--- src/rtl/pkt_rx_buffer.sv ---
// Store-and-forward packet receive buffer: beats are written speculatively into a RAM
// and become visible to the reader only once their eop beat commits a length entry.
module pkt_rx_buffer #(
  parameter int DW          = 32,
  parameter int RAM_ADDR_W  = 5,
  parameter int FIFO_ADDR_W = 5
) (
  input  logic          clk,
  input  logic          rst_n,
  input  logic          i_sop,
  input  logic          i_vld,
  input  logic          i_eop,
  input  logic [DW-1:0] i_data,
  output logic          o_sop,
  output logic          o_vld,
  output logic          o_eop,
  output logic [DW-1:0] o_data,
  input  logic          i_rdy,
  output logic [15:0]   o_pkt_cnt,
  output logic [15:0]   o_drop_cnt,
  output logic [2:0]    dbg_state
);
  localparam int PW = RAM_ADDR_W + 1;
  localparam int FW = FIFO_ADDR_W + 1;
  localparam logic [PW-1:0] RAM_DEPTH  = PW'(1) << RAM_ADDR_W;
  localparam logic [FW-1:0] FIFO_DEPTH = FW'(1) << FIFO_ADDR_W;

  typedef enum logic [1:0] {W_IDLE, W_PKT, W_DROP} w_state_t;
  typedef enum logic {R_IDLE, R_PKT} r_state_t;

  w_state_t w_state, w_nxt;
  r_state_t r_state, r_nxt;

  logic [DW-1:0] ram [0:(1<<RAM_ADDR_W)-1];
  logic [DW-1:0] ram_q;
  logic [PW-1:0] fifo_mem [0:(1<<FIFO_ADDR_W)-1];
  logic [PW-1:0] fifo_q;
  logic [FW-1:0] f_wp, f_rp;
  logic          fifo_full, fifo_empty, fifo_pop;

  logic [PW-1:0] wr_ptr, wr_cur, wr_cur_nxt;
  logic [PW-1:0] rd_ptr, rd_ptr_nxt, rd_left;
  logic [RAM_ADDR_W-1:0] ram_wa;
  logic          wr_en, commit, rd_first, xfer;
  logic [1:0]    drop_inc;
  logic [16:0]   drop_sum;

  assign fifo_empty = (f_wp == f_rp);
  assign fifo_full  = ((f_wp - f_rp) == FIFO_DEPTH);
  assign fifo_q     = fifo_mem[f_rp[FIFO_ADDR_W-1:0]];

  // Write FSM. A sop beat always restarts at the committed pointer, which also
  // rolls back any partial packet still open in W_PKT.
  always_comb begin
    w_nxt      = w_state;
    wr_en      = 1'b0;
    commit     = 1'b0;
    drop_inc   = 2'd0;
    wr_cur_nxt = wr_cur;
    ram_wa     = wr_cur[RAM_ADDR_W-1:0];
    if (i_vld) begin
      if (i_sop) begin
        if (w_state == W_PKT) drop_inc = 2'd1;
        ram_wa = wr_ptr[RAM_ADDR_W-1:0];
        if (fifo_full || ((wr_ptr - rd_ptr) == RAM_DEPTH)) begin
          drop_inc   = drop_inc + 2'd1;
          wr_cur_nxt = wr_ptr;
          w_nxt      = i_eop ? W_IDLE : W_DROP;
        end else begin
          wr_en      = 1'b1;
          wr_cur_nxt = wr_ptr + PW'(1);
          commit     = i_eop;
          w_nxt      = i_eop ? W_IDLE : W_PKT;
        end
      end else if (w_state == W_PKT) begin
        if ((wr_cur - rd_ptr) == RAM_DEPTH) begin
          drop_inc   = 2'd1;
          wr_cur_nxt = wr_ptr;
          w_nxt      = i_eop ? W_IDLE : W_DROP;
        end else begin
          wr_en      = 1'b1;
          wr_cur_nxt = wr_cur + PW'(1);
          commit     = i_eop;
          if (i_eop) w_nxt = W_IDLE;
        end
      end else if ((w_state == W_DROP) && i_eop) begin
        w_nxt = W_IDLE;
      end
    end
  end

  always_ff @(posedge clk) begin
    if (!rst_n) begin
      w_state <= W_IDLE;
      wr_ptr  <= '0;
      wr_cur  <= '0;
    end else begin
      w_state <= w_nxt;
      wr_cur  <= wr_cur_nxt;
      if (commit) wr_ptr <= wr_cur_nxt;
    end
  end

  always_ff @(posedge clk) begin
    if (wr_en) ram[ram_wa] <= i_data;
  end

  // Length FIFO; entry = committed length, pushed on commit, popped when a packet starts.
  always_ff @(posedge clk) begin
    if (commit) fifo_mem[f_wp[FIFO_ADDR_W-1:0]] <= wr_cur_nxt - wr_ptr;
  end

  always_ff @(posedge clk) begin
    if (!rst_n) begin
      f_wp <= '0;
      f_rp <= '0;
    end else begin
      if (commit)   f_wp <= f_wp + FW'(1);
      if (fifo_pop) f_rp <= f_rp + FW'(1);
    end
  end

  // Downstream handshake: a beat moves when o_vld && i_rdy; while o_vld is high and
  // i_rdy low, o_data/o_sop/o_eop hold. ram_q always holds the word at rd_ptr,
  // because the RAM is addressed with the pointer value for the next cycle.
  assign o_vld      = (r_state == R_PKT);
  assign xfer       = o_vld && i_rdy;
  assign o_sop      = o_vld && rd_first;
  assign o_eop      = o_vld && (rd_left == PW'(1));
  assign o_data     = o_vld ? ram_q : '0;
  assign fifo_pop   = !fifo_empty && ((r_state == R_IDLE) || (xfer && o_eop));
  assign rd_ptr_nxt = xfer ? rd_ptr + PW'(1) : rd_ptr;

  always_comb begin
    r_nxt = r_state;
    if (fifo_pop)           r_nxt = R_PKT;
    else if (xfer && o_eop) r_nxt = R_IDLE;
  end

  always_ff @(posedge clk) begin
    ram_q <= ram[rd_ptr_nxt[RAM_ADDR_W-1:0]];
  end

  always_ff @(posedge clk) begin
    if (!rst_n) begin
      r_state  <= R_IDLE;
      rd_ptr   <= '0;
      rd_left  <= '0;
      rd_first <= 1'b0;
    end else begin
      r_state <= r_nxt;
      rd_ptr  <= rd_ptr_nxt;
      if (fifo_pop) begin
        rd_left  <= fifo_q;
        rd_first <= 1'b1;
      end else if (xfer) begin
        rd_left  <= rd_left - PW'(1);
        rd_first <= 1'b0;
      end
    end
  end

  // A sop beat in W_PKT can both roll back a partial packet and be refused itself.
  assign drop_sum = {1'b0, o_drop_cnt} + {15'd0, drop_inc};

  always_ff @(posedge clk) begin
    if (!rst_n) begin
      o_pkt_cnt  <= '0;
      o_drop_cnt <= '0;
    end else begin
      if (commit && (o_pkt_cnt != 16'hFFFF)) o_pkt_cnt <= o_pkt_cnt + 16'd1;
      o_drop_cnt <= drop_sum[16] ? 16'hFFFF : drop_sum[15:0];
    end
  end

  assign dbg_state = {r_state, w_state};

endmodule

--- config.mk ---
export PLATFORM = sky130hd
export DESIGN_NAME = pkt_rx_buffer
export DESIGN_NICKNAME = d
export VERILOG_FILES = /design/src/rtl/pkt_rx_buffer.sv
export SDC_FILE = /design/constraint.sdc
export NUM_CORES = 1
export LEC_CHECK = 0
export BUFFER_PORTS_ARGS = -buffer_cell sky130_fd_sc_hd__buf_2
export CORE_AREA = 2 2 389 391
export DETAILED_ROUTE_END_ITERATION = 8
export DIE_AREA = 0 0 391 393
export PLACE_DENSITY = 0.54
export SYNTH_ARGS = -nofsm -noshare
export SYNTH_HDL_FRONTEND = slang
export SYNTH_SLANG_ARGS = --single-unit
--- constraint.sdc ---
create_clock -name clk -period 12.6 [get_ports clk]
set_input_delay 2.52 -clock clk [delete_from_list [all_inputs] [get_ports clk]]
set_output_delay 2.52 -clock clk [all_outputs]
set_load 0.01 [all_outputs]
**Yosys cells after proc, flatten, opt, wreduce, memory -nomap -nowiden**

Memory sizes are Yosys's and may differ from the RTL's. A register that Yosys moved wholly into a read port is not among the register bits.
Index checks and enable logic that the tools add are counted.

- Mux-type cells: 48
- Bitwise operators: 1
- $add $sub $neg: 13
- Reduce and logical (&&, ||, !) cells: 14
- Equality and inequality tests: 9

Operators by type and width:

| cell | number |
|---|---|
| 6-bit 2-to-1 mux | 7 |
| 32-bit 2-to-1 mux | 1 |
| 6-bit by 1-bit adder with 6-bit output (second input constant) | 5 |
| 5-bit 2-to-1 mux | 5 |
| 2-bit 2-to-1 mux | 12 |
| 6-bit subtractor | 4 |
| 1-bit 2-to-1 mux | 22 |
| 6-bit equality test (second input constant) | 3 |
| 16-bit by 2-bit adder with 17-bit output | 1 |
| 16-bit by 1-bit adder with 16-bit output (second input constant) | 1 |
| 16-bit 2-to-1 mux | 1 |
| 16-bit != test (second input constant) | 1 |
| 1-bit logical AND | 7 |
| 6-bit by 1-bit equality test with 1-bit output (second input constant) | 1 |
| 6-bit equality test | 1 |
| 6-bit by 1-bit subtractor with 6-bit output (second input constant) | 1 |
| 4-bit by 3-bit != test with 1-bit output (second input constant) | 1 |
| 2-bit nonzero test | 2 |
| 3-bit AND reduction | 1 |
| 3-bit nonzero test | 1 |
| 2-bit by 1-bit adder with 2-bit output (second input constant) | 1 |
| 2-bit by 1-bit equality test with 1-bit output (second input constant) | 1 |
| 2-bit equality test (second input constant) | 1 |
| 1-bit logical OR | 2 |
| 2 further kinds | 2 |

- Bits of input ports: 38
- Word-level logic and storage cells: 99
- Memories kept: 2
- Output and inout bits: 70
- Flip-flop bits (word level): 72
- RAM bits: 1216

Memories:

| name | words | bits a word | rd ports | clocked after memory_dff | write ports | line | source |
|---|---|---|---|---|---|---|---|
| ram | 32 | 32 | 1 | 1 | 1 | 34 | `logic [DW-1:0] ram [0:(1<<RAM_ADDR_W)-1];` |
| fifo_mem | 32 | 6 | 1 | 1 | 1 | 36 | `logic [PW-1:0] fifo_mem [0:(1<<FIFO_ADDR_W)-1];` |

**Logic depth before layout (Yosys ltp)**

- Depth in word-level cells: 10
- Depth in mapped cells: 18
- Depth with buffers taken out: 18

**Worst setup path before layout**

OpenSTA, ideal clock, no wires.

- Path type: input-to-reg
- Start point: input i_sop
- End point: memory fifo_mem[0][5] (netlist name), data pin
- Cell stages on the path: 13
- Buffers on the path: 2
- Arrival time: 5722 ps
- Data required time: 12213 ps
- Slack: 6491 ps
- Setup time: 387 ps
- Path through: clkbuf_1 -> inv_1 -> clkbuf_1 -> a21oi_1 -> nor2_1 -> a221oi_1 -> ha_1 -> a21o_1 -> a21o_1 -> a21o_1 -> a21oi_1 -> xor2_1 -> xnor2_1

- Longest elaborated chain between the ends: 3

RTL lines:

| element | line | source |
|---|---|---|
| from (decl) | 10 | `input logic i_sop,` |
| 6-bit 2-to-1 mux | 62 | `if (i_sop) begin` |
| 6-bit 2-to-1 mux | 61 | `if (i_vld) begin` |
| net wr_cur_nxt[1] | 41 | `logic [PW-1:0] wr_ptr, wr_cur, wr_cur_nxt;` |
| 6-bit subtractor | 110 | `if (commit) fifo_mem[f_wp[FIFO_ADDR_W-1:0]] <= wr_cur_nxt - wr_ptr;` |
| to (decl) | 36 |  |

The timed path passes the listed nets, and every way through them passes these cells.

**Worst setup path in the final report**

- Start point: input i_rdy
- End point: register ram_q[19], read port of ram

- Longest elaborated chain between the ends: 2

RTL lines:

| element | line | source |
|---|---|---|
| from (decl) | 18 | `input logic i_rdy,` |
| 1-bit logical AND | 127 | `assign xfer = o_vld && i_rdy;` |
| 5-bit 2-to-1 mux | 132 | `assign rd_ptr_nxt = xfer ? rd_ptr + PW'(1) : rd_ptr;` |
| to (decl) | 35 | `logic [DW-1:0] ram_q;` |

No other way between the ends.
A chain may end at the register's enable or synchronous reset.

==> flow_metrics.py <==
metrics = {
    "layout": {
        "fin_cells": 4736,
        "finalInstanceArea_um2": 59900,
        "layout.nets": 2747,
        "drive_gt1_share_pct": 30.4,
        "fillCellCount": 13101,
        "multi_input_area_um2": 13100,
        "layout.area.seq_um2": 38700,
        "syn2layout_area_growth_pct": 14.9,
    },
    "route": {
        "routed_wl_um": 131000,
        "drc": 0,
        "wl_per_cell_um": 27.6,
        "drt-initial-drc-count": 2804,
        "ant_nets": 0,
        "dr.pass1.iters": 6,
        "via_per_inst": 5.38,
        "vias": 25461,
    },
    "critical_path": {
        "critical_path_class": "input pin to flip-flop",
        "required_ps": 13270,
        "critPathCaptureType": "flip-flop",
        "path_max_fanout": 50,
        "worstSetupStartpointType": "input pin",
        "crit_arrival_ps": 6280,
        "r2r_setup_slack_ps": 7580,
    },
    "placed_design": {
        "gp_congestion": 0.793,
        "port-buffer-count": 107,
        "post-dp-hpwl_um": 66900,
        "placed_area_um2": 55300,
        "place_inst": 4476,
    },
    "floorplanning": {
        "ioPinCount": 108,
        "dieHeight_um": 393,
        "core_area_um2": 149000,
        "num_rows": 142,
        "die_w_um": 391,
        "initial_core_util_pct": 34.9,
        "die_area_um2": 154000,
    },
    "yosys": {
        "yosys.area_share.simple_pct": 3.51,
        "syn_area_per_cell_um2": 20.9,
        "yosysTopAreaCellShare_pct": 70.1,
        "synth_seq_cells": 1325,
        "synth_compound_area_share_pct": 1.80,
        "synth-xor-area-share_pct": 0.821,
        "synth_mux_area_share_pct": 17.4,
        "ys.warnings.count": 0,
        "synthTopCellsByArea": "edfxtp_1 70%, mux4_2 16%, dfxtp_1 4.2%",
        "synth-adder-area-share_pct": 0.893,
        "synth_fp_nets": 2568,
        "synthArstFlopShare_pct": 0,
        "postSynthCellCount": 2494,
        "synthDistinctLibCells": 81,
        "seq_area_frac_synth_pct": 74.3,
        "yosysTopAreaCell": "edfxtp_1",
        "syn-cell-area_um2": 52100,
        "synth_edf_count": 1216,
        "synth_ff_type": "edfxtp_1",
        "synth_top_family_by_area": "multiplexers",
    },
    "sta": {
        "period_needed_ps": 5610,
        "slew_viol_final": 0,
        "clock.fmax_mhz": 178,
        "timing.final.crit_share_pct": 44.5,
        "skew_ps": 51.0,
        "finalHoldViolations": 0,
        "setup-tns-final_ps": 0,
        "holdWs_ps": 488,
        "worst_slew_pin_slew_ps": 1210,
        "rsz0062_at_grt": "false",
        "final-setup-viol-count": 0,
        "slew_headroom_pct": 19.3,
    },
    "power_and_ir_drop": {
        "p_leak_nw": 19.3,
        "p_total_w": 0.0108,
        "seqPwrFrac_pct": 46.2,
        "pwr-share-clk_pct": 37.7,
        "powerDensity_nw_per_um2": 181,
        "power.internal_w": 0.00817,
        "irDropWorstVdd_mv": 0.177,
        "combPwrFrac_pct": 16.2,
        "swShare_pct": 24.7,
        "p_sw_w": 0.00268,
    },
    "clock_tree": {
        "clock-root-buffer": "clkbuf_16",
        "clock_latency_ps": 780,
        "cts_buffer_depth": 3,
        "cts_tree": "done",
        "cts_setup_buffers": 0,
        "cts.sinks": 1325,
        "post_cts_resize_count": 0,
        "path_clk_slew_ps": 60,
        "cts_buffers": 139,
        "cts_max_level": 4,
        "cts_hold_buf": 0,
    },
    "global_route": {
        "grt_max_degree": 163,
        "grt_usage_pct": 17.0,
        "overflow": 0,
        "grt_pass1_vias": 25882,
        "antenna_found_initial": 10,
        "grt_pass1_wl_um": 187000,
    },
    "hold_path": {
        "hold_path_class": "flip-flop to flip-flop",
    },
    "status": {
        "status": "complete, no violations",
    },
    "flow_run": {
        "drv_cap": 0,
    },
}
## final timing paths
path	cells after the start	endpoint	start
worst max-delay path	8	ram_q[19]$_DFF_P_	i_rdy
worst min-delay path	2	rd_first$_SDFFE_PN0P_	rd_first$_SDFFE_PN0P_
worst max register to register	17	fifo_mem[24][5]$_DFFE_PP_	wr_ptr[0]$_SDFFE_PN0P_
worst min register to register	2	rd_first$_SDFFE_PN0P_	rd_first$_SDFFE_PN0P_
## cell type report
type | count | area share, %
tap | 1944 | 4.06
clock inverter | 81 | 1.40
timing repair buffer | 158 | 1.57
multi-input combinational | 1010 | 21.8
antenna | 1 | 0.00418
clock buffer | 178 | 6.29
sequential | 1325 | 64.6
inverter | 39 | 0.244
## placed cells by master (no fill, tap or decap), types with 7 or more instances in the layout
cell type,netlist,final
o21ai_0,17,17
and3_1,8,8
nand2b_1,9,9
clkbuf_1,62,27
buf_4,4,49
xor2_1,16,13
clkbuf_8,0,10
nand3_1,38,38
or3_1,16,16
mux2_2,36,36
a21oi_1,51,51
clkbuf_16,0,141
clkinv_1,2,31
bufinv_16,0,10
a21o_1,13,13
nor2b_1,7,7
inv_1,36,35
mux2i_1,11,10
xnor2_1,31,26
buf_2,38,107
nor2_1,123,91
mux4_2,380,380
and2_1,38,38
o22ai_1,7,7
a31oi_1,8,8
nor2_4,0,32
dfxtp_1,109,106
nor3_1,26,26
nand2_1,58,58
ha_1,34,34
edfxtp_1,1216,1216
clkinv_2,0,23
## critical path, stage by stage
cell	delay (ps)
buf_2	170
nand2_1	240
xor2_4	250
buf_4	750
buf_4	920
mux4_2	610
mux4_2	490
mux2_2	270
## registers in the layout, indices dropped and copies added, names as in the netlist, named ones only
signal / count
f_rp: 6
f_wp: 6
fifo_mem: 192
o_drop_cnt: 16
o_pkt_cnt: 16
o_vld: 1
ram: 1024
ram_q: 32
rd_first: 1
rd_left: 6
rd_ptr: 6
w_state: 2
wr_cur: 6
wr_ptr: 6
## logic make-up (layout without fill, tap and decap cells)
family / count (synthesis) / count (layout)
multiplexers: 427 / 427
buffers and inverters: 159 / 456
XOR/XNOR: 48 / 48
adder cells (fa/ha/maj): 36 / 36
AND/OR/NAND/NOR: 365 / 365
other: 0 / 1
flip-flops: 1325 / 1325
AO/OA/AOI/OAI: 134 / 134
## stage by stage
step / utilization (%) / setup WS [ps]
3_5_place_dp: 37.0 / 6030
3_3_place_gp: 37.0 / 6090
5_1_grt: 40.1 / 6620
2_1_floorplan: - / 6490
4_1_cts: 40.1 / 6860
6_report: 40.1 / 6990
## cell usage after synthesis, types with 3 or more instances
| library cell | instances |
|---|---|
| nor4_1 | 6 |
| o21ai_0 | 17 |
| a211o_1 | 4 |
| nor2b_1 | 7 |
| nand4_1 | 6 |
| xnor2_1 | 31 |
| or3_1 | 16 |
| mux4_2 | 380 |
| nand3b_1 | 4 |
| buf_2 | 38 |
| nor3b_1 | 4 |
| a21oi_1 | 51 |
| and2_1 | 38 |
| clkbuf_1 | 62 |
| buf_4 | 4 |
| a31oi_1 | 8 |
| o22ai_1 | 7 |
| inv_1 | 36 |
| buf_6 | 3 |
| nor3_1 | 26 |
| ha_1 | 34 |
| mux2i_1 | 11 |
| a21o_1 | 13 |
| nand2_1 | 58 |
| nand3_1 | 38 |
| nor2_1 | 123 |
| nand2b_1 | 9 |
| mux2_2 | 36 |
| edfxtp_1 | 1216 |
| dfxtp_1 | 109 |
| and3_1 | 8 |
| xor2_1 | 16 |
| buf_1 | 13 |
## metal layers
| layer | part of all wire [%] | GRT usage, % |
|---|---|---|
| met5 | 0.035 | 0 |
| met4 | 2.0 | 4.37 |
| met3 | 5.7 | 3.12 |
| met2 | 50 | 28.3 |
| met1 | 43 | 23.2 |
## power groups by stage
stage,clock network (W),registers (W),logic (W)
floorplan,0,0.00507,0.00134
global placement,0,0.00510,0.00176
detailed placement,0,0.00510,0.00179
CTS,0.00417,0.00501,0.00180
global route,0.00433,0.00501,0.00190
finish,0.00409,0.00501,0.00175
Power figures use the tool's default switching activity.
